--- src/rtl/pool_pkg.sv ---
// Shared definitions for the 2x2 max-pool stage.
//   DATA_W : sample width (matches the convolution engine output)
//   IMG_W  : OFM row/column length; the pooled map is (IMG_W-1)x(IMG_W-1)
//   CNT_W  : width of the row/column counters
//   state_t: pooling sequencer states
//   IDX_*  : window position encoding used by the optional argmax output
package pool_pkg;

  localparam int DATA_W = 36;
  localparam int IMG_W  = 5;
  localparam int CNT_W  = $clog2(IMG_W);

  typedef enum logic [1:0] {
    IDLE = 2'd0,
    FILL = 2'd1,
    POOL = 2'd2
  } state_t;

  localparam logic [1:0] IDX_TL = 2'd0;
  localparam logic [1:0] IDX_TR = 2'd1;
  localparam logic [1:0] IDX_BL = 2'd2;
  localparam logic [1:0] IDX_BR = 2'd3;

endpackage

--- src/rtl/max4_cmp.sv ---
// Combinational 4-input unsigned maximum, built as a two-level compare tree.
//   in_tl, in_tr, in_bl, in_br : window elements
//   max_val                    : largest element, passed through unchanged
//   max_idx                    : winning position (only when MAXPOOL_ARGMAX_EN is defined)
// Every compare is strict, so equal values resolve to the lower index.
module max4_cmp
  import pool_pkg::*;
(
  input  logic [DATA_W-1:0] in_tl,
  input  logic [DATA_W-1:0] in_tr,
  input  logic [DATA_W-1:0] in_bl,
  input  logic [DATA_W-1:0] in_br,
`ifdef MAXPOOL_ARGMAX_EN
  output logic [1:0]        max_idx,
`endif
  output logic [DATA_W-1:0] max_val
);

  logic              top_sel;
  logic              bot_sel;
  logic              fin_sel;
  logic [DATA_W-1:0] top_max;
  logic [DATA_W-1:0] bot_max;

  assign top_sel = in_tr > in_tl;
  assign bot_sel = in_br > in_bl;
  assign top_max = top_sel ? in_tr : in_tl;
  assign bot_max = bot_sel ? in_br : in_bl;
  assign fin_sel = bot_max > top_max;
  assign max_val = fin_sel ? bot_max : top_max;

`ifdef MAXPOOL_ARGMAX_EN
  // Encoding TL=0, TR=1, BL=2, BR=3 maps directly onto {bottom-row, right-column}.
  assign max_idx = fin_sel ? {1'b1, bot_sel} : {1'b0, top_sel};
`endif

endmodule

--- src/rtl/ofm_maxpool2x2.sv ---
// Streaming 2x2 (stride 1) max-pool of the raster-order OFM stream, using a
// one-row line buffer instead of frame storage.
//   clk, rst_n  : clock, asynchronous active-low reset
//   in_valid    : In_OFM holds a sample this cycle (bubbles allowed)
//   In_OFM      : unsigned OFM sample
//   out_valid   : Out_Pool valid this cycle
//   Out_Pool    : registered window maximum
//   frame_done  : pulse with the last pooled output of a frame
//   out_idx     : winning window position, present only with MAXPOOL_ARGMAX_EN
//
// state | meaning
// IDLE  | waiting for the first sample of a frame (accepted as (0,0))
// FILL  | row 0, loading the line buffer, no output
// POOL  | rows 1..IMG_W-1, a window completes on every column >= 1
module ofm_maxpool2x2
  import pool_pkg::*;
(
  input  logic              clk,
  input  logic              rst_n,
  input  logic              in_valid,
  input  logic [DATA_W-1:0] In_OFM,
  output logic              out_valid,
  output logic [DATA_W-1:0] Out_Pool,
`ifdef MAXPOOL_ARGMAX_EN
  output logic [1:0]        out_idx,
`endif
  output logic              frame_done
);

  state_t            state_q;
  state_t            state_d;
  logic [CNT_W-1:0]  col_q;
  logic [CNT_W-1:0]  row_q;
  logic [DATA_W-1:0] lb [IMG_W];
  logic [DATA_W-1:0] tl_q;
  logic [DATA_W-1:0] bl_q;
  logic [DATA_W-1:0] lb_top;
  logic [DATA_W-1:0] max_val;
  logic              col_last;
  logic              row_last;
  logic              frame_end;
  logic              win_ok;
`ifdef MAXPOOL_ARGMAX_EN
  logic [1:0]        max_idx;
`endif

  assign col_last  = col_q == CNT_W'(IMG_W - 1);
  assign row_last  = row_q == CNT_W'(IMG_W - 1);
  assign frame_end = in_valid && row_last && col_last;
  assign lb_top    = lb[col_q];
  // POOL only covers rows >= 1, so a non-zero column is enough to close a window.
  assign win_ok    = in_valid && (state_q == POOL) && (col_q != '0);

  always_comb begin
    state_d = state_q;
    case (state_q)
      IDLE:    if (in_valid) state_d = FILL;
      FILL:    if (in_valid && col_last) state_d = POOL;
      POOL:    if (frame_end) state_d = IDLE;
      default: state_d = IDLE;
    endcase
  end

  always_ff @(posedge clk or negedge rst_n) begin
    if (!rst_n) begin
      state_q <= IDLE;
    end else begin
      state_q <= state_d;
    end
  end

  always_ff @(posedge clk or negedge rst_n) begin
    if (!rst_n) begin
      col_q <= '0;
      row_q <= '0;
    end else if (in_valid) begin
      if (col_last) begin
        col_q <= '0;
        row_q <= row_last ? '0 : row_q + CNT_W'(1);
      end else begin
        col_q <= col_q + CNT_W'(1);
      end
    end
  end

  // lb[c] is read (as TR) and overwritten with the new row in the same cycle.
  always_ff @(posedge clk or negedge rst_n) begin
    if (!rst_n) begin
      for (int i = 0; i < IMG_W; i++) lb[i] <= '0;
      tl_q <= '0;
      bl_q <= '0;
    end else if (in_valid) begin
      lb[col_q] <= In_OFM;
      tl_q      <= lb_top;
      bl_q      <= In_OFM;
    end
  end

  max4_cmp u_max4_cmp (
    .in_tl   (tl_q),
    .in_tr   (lb_top),
    .in_bl   (bl_q),
    .in_br   (In_OFM),
`ifdef MAXPOOL_ARGMAX_EN
    .max_idx (max_idx),
`endif
    .max_val (max_val)
  );

  always_ff @(posedge clk or negedge rst_n) begin
    if (!rst_n) begin
      out_valid  <= 1'b0;
      frame_done <= 1'b0;
      Out_Pool   <= '0;
`ifdef MAXPOOL_ARGMAX_EN
      out_idx    <= IDX_TL;
`endif
    end else begin
      out_valid  <= win_ok;
      frame_done <= win_ok && frame_end;
      if (win_ok) begin
        Out_Pool <= max_val;
`ifdef MAXPOOL_ARGMAX_EN
        out_idx  <= max_idx;
`endif
      end
    end
  end

endmodule

--- config.mk ---
export PLATFORM = sky130hd
export DESIGN_NAME = ofm_maxpool2x2
export DESIGN_NICKNAME = d
export VERILOG_FILES = /design/src/rtl/pool_pkg.sv /design/src/rtl/max4_cmp.sv /design/src/rtl/ofm_maxpool2x2.sv
export SDC_FILE = /design/constraint.sdc
export NUM_CORES = 1
export LEC_CHECK = 0
export ABC_AREA = 1
export CORE_MARGIN = 10
export CORE_UTILIZATION = 59
export CTS_BUF_LIST = sky130_fd_sc_hd__clkbuf_16
export DETAILED_ROUTE_END_ITERATION = 7
export GPL_TIMING_DRIVEN = 0
export PLACE_DENSITY = 0.76
export SKIP_LAST_GASP = 1
export SLEW_MARGIN = 20
export SYNTH_ARGS = -nofsm -noshare
export SYNTH_HDL_FRONTEND = slang
export SYNTH_SLANG_ARGS = --single-unit
export TNS_END_PERCENT = 20
--- constraint.sdc ---
create_clock -name clk -period 5.2 [get_ports clk]
set_clock_uncertainty 0.15 [all_clocks]
set_input_delay 1.04 -clock clk [delete_from_list [all_inputs] [get_ports clk]]
set_output_delay 1.04 -clock clk [all_outputs]
set_load 0.03 [all_outputs]
==> reports/qor.txt, run 1 <==
CTS clk-pin slew, worst paths = 0.07 ns
P_leak = 9.66 nW
Post-synth ARST share = 1.00
ANT cells = 0
Outcome = complete, no violations
Pwr Total = 0.0150 W
Worst R2R End = Out_Pool[3]
Worst-path fanout max = 10
Std-Cell Core Area = 27,700 sq um
Max-slew violation count = 0
Unrepaired setup endpoints after global routing = true
CP startpoint = col_q[0]
XOR/XNOR Fraction of Synth Area = 0
Largest net degree at the start of global routing = 98
Initial antenna violation count = 0
IO Count = 77
Synth unique cells = 37
Vias per inst = 5.94
Crit path required time = 5.46 ns
WL final = 52,700 um
Nets = 2,402
Clk buf depth = 3
Final core utilization = 0.721
Main combinational cell family by area after synthesis = simple AND/OR/NAND/NOR gates
FMAX = 194 MHz
Die footprint = 35,000 sq um
Crit path time final = 5.17 ns
Syn-to-layout area delta = 21.2%
Die Width = 187 um
Post-route ant nets = 0
WL per Instance = 19.8 um
Yosys reg bits = 298
Slew @ Worst Pin = 0.850 ns
Flop2flop setup slack = 0.03 ns
Hold WS = 0.292 ns
Post-synthesis adder-cell area fraction = 0.0851
Hold buffers post-CTS = 0
Main synth FF type = dfrtp_1
CP dominant cell by count = nand2_1
Placer Congestion = 0.929
Root Driver = clkbuf_16
Clk_lat worst skew = 0.54 ns
DRC viols = 0
Vias in the first global route = 15.1k
Slowest stage delay, CP = 0.44 ns
Mux cell area share after synthesis = 0
Reg-to-reg critical path startpoint = col_q[0]
Final setup fails = 0
Total gr overflow = 0
Initial Utilization = 0.595
Synthesized area = 16,500 sq um
Synth Area in Compound Gates = 0.140
Post-synthesis sequential area ratio = 0.453
Fillers = 2,097
Via Count = 15.8k
Worst Path Arrival = 5.43 ns
Final hold violations = 0
Worst Hold Class = primary input to async pin
Num CTS Buffers = 35
Worst R2R Path Depth = 30
Post-synthesis cell count = 2,102
Pwr/cell area = 753 nW/um^2
Worst slew margin = 0.433
Slowest stage cell, crit path = dfrtp_1
Startpoint Class = register
CTS Sinks = 298
Post-Synth Simple-Gate Area = 0.255
CTS tree = built
Die height = 187 um
Post-Syn Area per Cell = 7.84 sq um
Tot GR Track Use = 0.286
Port Buf Inserts = 75
H-tree levels = 2
Syn. warnings = 0
Number of flops mapped to enable cells by yosys = 0
Syn Nets = 2,253
Share of layout cells above drive strength 1 = 0.103
Sum of negative setup slack = 0 ns
Crit Path Class = register to register
Setup crit end kind = register
Max-cap viol count = 0
Period Utilization, post-route = 0.993
First-pass GRT wire length = 81,100 um
Worst VDD drop = 329 uV
Site Rows = 61
Iteration-0 DRC Markers = 1,974
Pre-antenna DRT Iters = 6
Post-detail-place hpwl = 37,200 um
how the worst max path moves through the flow:
stage / endpoint / slack (ns) / cells after the start
2_1_floorplan: Out_Pool[10] / 0.86 / 30
3_3_place_gp: lb[28] / -9.83 / 1
3_5_place_dp: Out_Pool[18] / -0.76 / 30
4_1_cts: Out_Pool[8] / 0.01 / 31
5_1_grt: Out_Pool[5] / -0.19 / 30
6_report: Out_Pool[3] / 0.03 / 30
per-stage QoR:
step	instance area (sq um)	std cells	setup WS (ns)
2_1_floorplan	16500	2102	0.859
3_3_place_gp	17700	2555	-9.83
3_5_place_dp	17800	2558	-0.760
4_1_cts	19200	2627	0.0138
5_1_grt	20000	2656	-0.189
6_report	20000	2656	0.0345
cell usage in the layout (no fill, tap or decap), types with 38 or more instances in the layout:
cell,instances
nand2_1,617
o21ai_0,309
dfrtp_1,296
nand3_1,190
inv_1,168
ha_1,104
nor2_1,96
clkdlybuf4s50_1,74
clkbuf_1,56
a21oi_1,38
kinds of logic (layout without fill, tap and decap cells):
group / count (synthesis) / after routing
buffers and inverters: 275 / 450
AO/OA/AOI/OAI: 417 / 417
adder cells (fa/ha/maj): 112 / 112
flip-flops: 298 / 298
AND/OR/NAND/NOR: 1000 / 1001
critical path: cells and delay by family, from the launching register on:
| family | cells | cell delay [ns] |
|---|---|---|
| simple gates | 17 | 2.08 |
| buf+inv | 7 | 0.95 |
| compound gates | 4 | 0.74 |
| fa+ha+maj | 2 | 0.61 |
| flops | 1 | 0.44 |
where the power goes:
| part | switching (W) | total [W] | internal (W) | leakage (nW) |
|---|---|---|---|---|
| sequential | 0.000512 | 0.00373 | 0.00322 | 3.78 |
| clock | 0.00103 | 0.00250 | 0.00147 | 0.587 |
| combinational | 0.00533 | 0.00882 | 0.00349 | 5.30 |
| total | 0.00688 | 0.0150 | 0.00817 | 9.66 |
per-layer routing:
layer	vias to the layer above	routed length, um	global-route usage	share of wire
met1	7586	21300	0.378	0.40
met4	0	1470	0.0912	0.028
met2	830	24800	0.464	0.47
li1	7248	-	-	-
met3	124	5160	0.0546	0.098
met5	-	0	0	0
registers in the layout (all words and copies together), names as in the netlist:
name        flops
lb            180
Out_Pool       36
state_q         2
col_q           3
frame_done      1
row_q           3
bl_q           36
tl_q           36
out_valid       1
Yosys cell counts (all sizes together), types with 5 or more instances:
cell / instances / area, sq um
a21o: 5 / 37.5
a21oi: 40 / 200
and2: 36 / 225
buf: 38 / 225
clkbuf: 71 / 267
dfrtp: 298 / 7460
ha: 112 / 1400
inv: 166 / 623
nand2: 629 / 2380
nand3: 200 / 1020
nand4: 8 / 50.1
nor2: 116 / 450
nor3: 7 / 51.3
o21ai: 329 / 1650
o221ai: 34 / 342
final cells by class:
class | instances | area, sq um | share of cell area
inverters | 166 | 636 | 0.0318
well taps | 378 | 473 | 0.0237
multi-input cells | 1530 | 8430 | 0.422
repair buffers | 110 | 1090 | 0.0548
clock buffers | 36 | 901 | 0.0451
clock inverters | 28 | 258 | 0.0129
plain buffers | 109 | 719 | 0.0360
flip-flops and latches | 298 | 7460 | 0.373
repair inverters | 1 | 5.00 | 0.000251
timing repair:
action | 4_1_cts | 5_1_grt
pin swaps | 9 | 35
gates resized for setup | 61 | 149
setup buffers | 5 | 23
setup endpoints to repair | 36 | 36
gates cloned | 0 | 6
Power figures use the tool's default switching activity.
==> inputs of run 2 (changes only) <==
--- a/config.mk
+++ b/config.mk
@@ -11,6 +11,7 @@
 export CTS_BUF_LIST = sky130_fd_sc_hd__clkbuf_16
 export DETAILED_ROUTE_END_ITERATION = 7
 export GPL_TIMING_DRIVEN = 0
+export HOLD_SLACK_MARGIN = 0.12
 export PLACE_DENSITY = 0.76
 export SKIP_LAST_GASP = 1
 export SLEW_MARGIN = 20
==> results of run 2 <==
The final DEF is identical to that of run 1; final timing and power are the same.
==> inputs of run 3 (changes only) <==
--- a/config.mk
+++ b/config.mk
@@ -6,6 +6,7 @@
 export NUM_CORES = 1
 export LEC_CHECK = 0
 export ABC_AREA = 1
+export CORE_ASPECT_RATIO = 0.5
 export CORE_MARGIN = 10
 export CORE_UTILIZATION = 59
 export CTS_BUF_LIST = sky130_fd_sc_hd__clkbuf_16
==> run 3 against run 2 <==
Compared with the run above:
- the flow now finishes with violations (negative setup slack)
- sequential power is essentially flat
- maximum frequency shrank 2.5%
- combinational power grew 2%
- flip-flop and latch count is the same
- register-to-register slack lost 0.13 ns
- via count is essentially flat
- wire length grew 1.9%
- first-iteration DRC count shrank 3.1%
- clock-buffer cell count shrank 7
- critical path type unchanged
- largest cell class unchanged
- highest routed layer is now met5
==> reports/qor.txt, run 3 (synthesis results as in run 1) <==
Final hold violations = 0
Slew @ Worst Pin = 0.979 ns
Die height = 138 um
Vias in the first global route = 15.3k
Unrepaired setup endpoints after global routing = true
Crit path buffers/inverters = 8
Die Width = 256 um
CP startpoint = col_q[2]
Crit path required time = 5.51 ns
CTS Sinks = 298
CTS tree = built
Tot GR Track Use = 0.293
Sequential power share = 0.252
Reg-to-reg critical path startpoint = col_q[2]
Initial Utilization = 0.597
Via Count = 15.8k
Worst slew margin = 0.348
Worst Path Arrival = 5.60 ns
Crit path time final = 5.30 ns
Iteration-0 DRC Markers = 1,913
Share of layout cells above drive strength 1 = 0.0930
Worst Slack Setup Final = -0.0968 ns
Post-detail-place hpwl = 37,900 um
Placer Congestion = 0.926
Max-cap viol count = 0
Most frequent cells in the layout = nand2_1 (619), o21ai_0 (319), dfrtp_1 (296)
Vias per inst = 5.98
Nets = 2,388
WL final = 53,700 um
Initial antenna violation count = 2
Startpoint Class = register
Pwr Total = 0.0147 W
Post-route ant nets = 0
Internal power = 0.00773 W
ANT cells = 0
Outcome = finished, violations left
Final core utilization = 0.708
Pre-antenna DRT Iters = 6
Worst Hold Class = primary input to async pin
Site Rows = 43
Fin cells = 2,639
P_leak = 9.50 nW
Comb pwr share = 0.609
Total gr overflow = 0
Std-Cell Core Area = 27,600 sq um
Final setup fails = 30
WL per Instance = 20.3 um
First-pass GRT wire length = 83,300 um
Clock share of power = 0.139
Slowest stage delay, CP = 0.46 ns
Largest net degree at the start of global routing = 100
Syn-to-layout area delta = 18.6%
Failing checks = negative setup slack
DRC viols = 0
NetSw = 0.00699 W
Max-slew violation count = 0
FMAX = 189 MHz
Worst VDD drop = 396 uV
Worst-path fanout max = 10
Root Driver = clkbuf_16
CTS clk-pin slew, worst paths = 0.07 ns
Die footprint = 35,400 sq um
Clk buf depth = 3
Post-Place Cells = 2,562
Port Buf Inserts = 75
Top delay family on crit path = simple AND/OR/NAND/NOR gates
Slowest stage cell, crit path = dfrtp_2
Setup crit end kind = register
Max reg flops = 180
Largest reg by FF count = lb
Sum of negative setup slack = -1.46 ns
Num CTS Buffers = 28
Pwr/cell area = 753 nW/um^2
Clk_lat worst skew = 0.58 ns
IO Count = 77
Sw Ratio = 0.475
Most common cell after layout, fill and taps aside = nand2_1
Crit Path Class = register to register
Period Utilization, post-route = 1.02
H-tree levels = 1
run 3: cell count changes in the layout (fill, tap and decap cells not counted), moves of 6 or more:
| cell | before | now |
|---|---|---|
| clkbuf_16 | 37 | 30 |
| o21ai_1 | 19 | 8 |
| o21ai_0 | 309 | 319 |
| o221ai_1 | 4 | 10 |
run 3: worst paths after layout:
check                           slack (ns)            to  cells past startpoint
max in group asynchronous             3.50  Out_Pool[14]                      3
worst min register to register        0.33   Out_Pool[2]                      2
worst max register to register        -0.1  Out_Pool[20]                     31
worst min-delay path                  0.25        lb[98]                      1
worst max-delay path                  -0.1  Out_Pool[20]                     31
min in group clk                      0.33   Out_Pool[2]                      2
run 3: worst reg2reg max path: cells and delay by family (launching register included):
kind / cells / cell delay, ns
flops: 1 / 0.46
simple gates: 17 / 2.06
compound gates: 4 / 0.81
buf+inv: 8 / 1.09
fa+ha+maj: 2 / 0.62
run 3: timing repair:
action / CTS / global route
resized for setup: 113 / 68
endpoints found under the hold margin: 0 / 0
hold buffers: 0 / 0
buffers inserted: 16 / 7
pin swaps: 20 / 26
gates cloned: 1 / 3
setup endpoints to repair: 36 / 36
run 3: power by group through the flow:
stage	clock [W]	combinational (W)	sequential, W
2_1_floorplan	0	0.00480	0.00382
3_3_place_gp	0	0.00709	0.00368
3_5_place_dp	0	0.00723	0.00370
4_1_cts	0.00204	0.00822	0.00368
5_1_grt	0.00213	0.00978	0.00381
6_report	0.00204	0.00896	0.00371
run 3: area by class of cell:
type                       count  area, sq um
buffer                       109          711
clock buffer                  29          726
clock inverter                21          145
fill                        2211         8060
inverter                     166          641
multi-input combinational   1529         8320
sequential                   298         7460
tap                          382          478
timing repair buffer         104         1050
timing repair inverter         1         6.26
run 3: metrics by stage:
stage | instance area (sq um) | hold WS, ns | worst slack (ns)
after floorplan | 16500 | 0.295 | 0.859
after global placement | 17700 | 0.310 | -10.13
after detailed placement | 17800 | 0.315 | -1.60
after CTS | 19200 | 0.273 | -0.00553
after global routing | 19500 | 0.293 | -0.248
final | 19500 | 0.251 | -0.0968
run 3: layer usage:
layer / routed length (um) / global-route usage / vias to the layer above
met3: 6460 / 0.0783 / 137
met2: 23400 / 0.443 / 853
li1: - / - / 7214
met4: 1500 / 0.0872 / 2
met1: 22400 / 0.405 / 7579
met5: 16 / 0 / -
==> patch 1: new RTL, config.mk and constraints of run 3 <==
Add a define of `MAXPOOL_ARGMAX_EN`.
--- a/src/rtl/max4_cmp.sv
+++ b/src/rtl/max4_cmp.sv
@@ -4,4 +4,6 @@
 //   max_idx                    : winning position (only when MAXPOOL_ARGMAX_EN is defined)
 // Every compare is strict, so equal values resolve to the lower index.
+`define MAXPOOL_ARGMAX_EN
+
 module max4_cmp
   import pool_pkg::*;
Formal check against the unedited RTL (old outputs only; new: out_idx): same outputs for any inputs over 4 cycles, from zero or initial values and one cycle with rst_n low; that may be too few to reach the edited logic, so the function may still have changed.
==> patch 1 against run 3 <==
  * Setup slack improved by 0.038 ns
  * Via count increased by 0.23%
  * Cell area increased by 3.5%
  * Power increased by 8.3%
  * Largest cell class unchanged
  * Routed wire length increased by 4.8%
  * The run still ends with negative setup slack left
  * Sequential cell count increased by 2
  * Combinational power increased by 11%
  * Critical endpoint is now Out_Pool[23]
  * Hold slack got worse by 0.12 ns
  * Area after synthesis increased by 0.43%
==> patch 1: results <==
{
  "path_clk_slew_ns": 0.07,
  "viasPerCell": 5.995,
  "worstPathArrival_ns": 5.55,
  "ys_top_cells_by_area": "dfrtp_1 (45%), nand2_1 (15%), o21ai_0 (8.8%), ha_1 (8.5%), nand3_1 (5.7%)",
  "nets": 2386,
  "netlist-cell-type-count": 41,
  "postLayoutSetupSlackWorst_ns": -0.05892,
  "synthTopCellsByCount": "nand2_1 (657), dfrtp_1 (300), o21ai_0 (290)",
  "grt_pass1_wl_um": 81490,
  "n_all_buffers": 228,
  "outcome": "complete, but fails checks",
  "place_area_um2": 17890,
  "regToRegStartpoint": "col_q[0]",
  "nClkBuffers": 28,
  "seq_cells": 300,
  "drtIter0Drc": 1974,
  "sequentialPower_mw": 3.75,
  "seq_share_pct": 37.16,
  "final_cell_area_um2": 20210,
  "r2r-end": "Out_Pool[23]",
  "p_leak_nw": 9.639,
  "hold_ws_ns": 0.1322,
  "finalSetupViolCount": 29,
  "p_switching_mw": 7.417,
  "grt_max_degree": 94,
  "io_buffers": 78,
  "placed_cells": 2544,
  "grt_usage_pct": 29.19,
  "first_global_vias": 14190,
  "violations": "negative setup slack",
  "inverters": 161,
  "clk_share_pct": 4.897,
  "reg2regPathDepth": 29,
  "routed_wl_um": 56280,
  "multi_input_area_um2": 8638,
  "setup_tns_ns": -0.6458,
  "synth-seq-area-share_pct": 45.37,
  "clk_latency_ns": 0.60,
  "use_met3_pct": 12.75,
  "vias": 15820,
  "worstMarginPinSlew_ns": 0.7711,
  "syn_nets": 2232,
  "met1_usage_pct": 40.81,
  "async_flop_share_pct": 100.0,
  "dpl.hpwl_um": 39050,
  "bufAreaShareNonClock_pct": 9.750
}
[patch 1: kinds of logic after synthesis]
family / count (synthesis) / synth area share (%)
adders and majority gates: 112 / 8.469
AOI/OAI and AO/OA: 394 / 13.42
DFF: 300 / 45.37
buffers and inverters: 265 / 6.707
and+or+nand+nor: 1010 / 26.03
[patch 1: per-layer routing]
metal / vias up / routed length (um)
met5: - / 13
met4: 2 / 1267
met3: 110 / 9050
met2: 969 / 23400
met1: 7566 / 22550
li1: 7174 / -
[patch 1: critical path, delay by kind of cell (launching register included)]
| kind | cells | cell delay, ns |
|---|---|---|
| simple gates | 17 | 2.37 |
| compound gates | 1 | 0.28 |
| buf+inv | 9 | 1.17 |
| fa+ha+maj | 2 | 0.65 |
| flops | 1 | 0.45 |
[patch 1: what timing repair did]
| item | in CTS | in global routing |
|---|---|---|
| endpoints found under the setup margin | 38 | 38 |
| cloned | 0 | 4 |
| gates resized for setup | 57 | 153 |
| pin swaps | 7 | 51 |
| buffers inserted | 9 | 30 |
| hold endpoints to repair | 0 | 0 |
==> patch 2: new RTL, flow settings as in run 3 <==
Without the edit above. Reset style: synchronous (`rst_n`), changed in 4 clocked blocks. Comments in the files are not updated.
--- a/src/rtl/ofm_maxpool2x2.sv
+++ b/src/rtl/ofm_maxpool2x2.sv
@@ -62,5 +62,5 @@
   end
 
-  always_ff @(posedge clk or negedge rst_n) begin
+  always_ff @(posedge clk) begin
     if (!rst_n) begin
       state_q <= IDLE;
@@ -70,5 +70,5 @@
   end
 
-  always_ff @(posedge clk or negedge rst_n) begin
+  always_ff @(posedge clk) begin
     if (!rst_n) begin
       col_q <= '0;
@@ -85,5 +85,5 @@
 
   // lb[c] is read (as TR) and overwritten with the new row in the same cycle.
-  always_ff @(posedge clk or negedge rst_n) begin
+  always_ff @(posedge clk) begin
     if (!rst_n) begin
       for (int i = 0; i < IMG_W; i++) lb[i] <= '0;
@@ -108,5 +108,5 @@
   );
 
-  always_ff @(posedge clk or negedge rst_n) begin
+  always_ff @(posedge clk) begin
     if (!rst_n) begin
       out_valid  <= 1'b0;
Formal check against the unedited RTL: not equivalent (a bounded check fails within 10 cycles, from zero or initial values and one cycle with rst_n low; the reset may be asserted at any time).
==> patch 2 against run 3 <==
  * Clock power grew 29%
  * Setup slack gained 0.14 ns
  * Via count grew 14%
  * Cell area grew 28%
  * Area after synthesis grew 25%
  * Sequential cell count grew 111
  * Global-route usage shrank 2.7 points
  * Synthesized cell count grew 9.1%
  * Power shrank 40%
  * Hold slack gained 0.064 ns
  * Largest cell class is now flip-flops and latches
  * Routed wire length grew 17%
  * Largest power group is now sequential cells
==> patch 2: results <==
{
  "synth-seq-area-share_pct": 53.56,
  "cts_buffers": 36,
  "nets": 2624,
  "grt_pass1_wl_um": 90970,
  "use_met3_pct": 5.374,
  "grt_max_degree": 22,
  "grtUsageMet2_pct": 42.26,
  "worstHoldPathType": "reg2reg",
  "dpl.hpwl_um": 44920,
  "largest-register": "lb",
  "vdd_drop_max_mv": 0.2188,
  "setup.worst_path.start": "In_OFM[18]",
  "routabilityCongestion": 0.9103,
  "met3_length_um": 7087,
  "routed_wl_um": 62940,
  "hp-start": "Out_Pool[20]",
  "syn_nets": 2444,
  "synth-edff-count": 288,
  "worstPathArrival_ns": 5.43,
  "grt_usage_pct": 26.55,
  "first_global_vias": 16620,
  "clockBufferDepth": 3,
  "ys_top_cells_by_area": "edfxtp_1 (42%), dfxtp_1 (12%), nand2_1 (7.1%), ha_1 (6.8%), nor2_1 (6.6%)",
  "drive_gt1_share_pct": 13.68,
  "route.met2.wl_um": 29060,
  "n_fill_cell": 2469,
  "largest_reg_flops": 288,
  "clk_latency_ns": 0.55,
  "io_buffers": 75,
  "synthTopCellsByCount": "nand2_1 (392), nor2_1 (362), edfxtp_1 (288)",
  "htreeDepth": 2,
  "met1_length_um": 25180,
  "outcome": "finished, final reports clean",
  "p_leak_nw": 9.963,
  "root_buffer": "clkbuf_16",
  "netlist-cell-type-count": 40,
  "met1_usage_pct": 36.29,
  "viasPerCell": 6.056,
  "path_clk_slew_ns": 0.07,
  "max_slew_margin_pct": 38.52,
  "synth_warnings": 0,
  "place_area_um2": 22270,
  "antenna_found_initial": 1,
  "p_switching_mw": 2.790,
  "synth-main-ff-cell": "edfxtp_1",
  "first_pass_iters": 6,
  "crit_fanout": 10,
  "async_flop_share_pct": 0,
  "routed.top_layer": "met4",
  "drtIter0Drc": 2582
}
## patch 2: per-stage QoR
step | power [mW] | std cells | worst slack, ns | setup TNS [ns]
final | 8.799 | 2976 | 0.04144 | 0
after global routing | 9.126 | 2975 | -0.1132 | -3.138
after CTS | 8.239 | 2933 | 0.005254 | 0
after detailed placement | 5.562 | 2857 | -0.9308 | -30.60
after global placement | 5.504 | 2843 | -2.216 | -159.93
after floorplan | 4.997 | 2293 | 0.3278 | 0
## patch 2: final cells by class
cell class,instances,area (um^2),area share [%]
Clock inverter,29,205.2,0.8228
Clock buffer,36,900.9,3.612
Inverter,162,625.6,2.509
Sequential cell,409,11080,44.41
Multi-Input combinational cell,1595,9059,36.32
Timing Repair Buffer,144,1594,6.392
Tap cell,475,594.3,2.383
Timing Repair inverter,1,8.758,0.03512
Buffer,124,873.3,3.502
Antenna cell,1,2.502,0.01003
## patch 2: power groups by stage
stage / clock, mW / sequential [mW] / combinational (mW)
global route: 2.76 / 3.69 / 2.68
global placement: 0 / 3.74 / 1.76
finish: 2.63 / 3.68 / 2.49
CTS: 2.62 / 3.67 / 1.95
floorplan: 0 / 3.73 / 1.27
detailed placement: 0 / 3.74 / 1.82
## patch 2: what timing repair did
item / 4_1_cts / 5_1_grt
buffers inserted: 12 / 34
gates cloned: 1 / 9
hold buffers: 0 / 0
gates resized for setup: 64 / 214
hold endpoints to repair: 0 / 0
pin swaps: 13 / 54
endpoints found under the setup margin: 36 / 36
## patch 2: cell families (layout without fill, tap and decap cells)
| kind of cell | count (synthesis) | count (layout) | share of synthesized area [%] |
|---|---|---|---|
| fa+ha+maj | 112 | 112 | 6.780 |
| flops | 409 | 409 | 53.56 |
| mux | 36 | 36 | 1.743 |
| simple gates | 1019 | 1019 | 20.81 |
| other cells | 0 | 1 | 0 |
| compound gates | 428 | 428 | 10.92 |
| buf+inv | 289 | 496 | 6.181 |
## patch 2: worst paths after layout
check | to | slack [ns] | depth (start not counted)
setup / recovery | Out_Pool[17] | 0.04 | 28
hold / removal | Out_Pool[20] | 0.31 | 2
setup reg to reg | Out_Pool[17] | 0.05 | 29
hold reg to reg | Out_Pool[20] | 0.31 | 2
## patch 2: critical path, stage by stage
cell and delay (ns):
clkdlybuf4s50_1 0.58, ha_1 0.38, nand2_1 0.07, nor2_1 0.16, nand3_1 0.23, inv_1 0.11, nand2_1 0.05, nand2_1 0.16
nand2_1 0.17, nand2_8 0.16, nand2_4 0.11, buf_6 0.18, nand2_1 0.11, nand2_1 0.06, ha_1 0.29, nand2_1 0.08
nor2_2 0.14, nand4_1 0.14, buf_6 0.17, nor2_4 0.12, nand4_1 0.15, nand3_4 0.13, nand2_8 0.10, clkinv_8 0.10
buf_8 0.14, nand3_1 0.09, nand3_1 0.11, a21oi_1 0.07
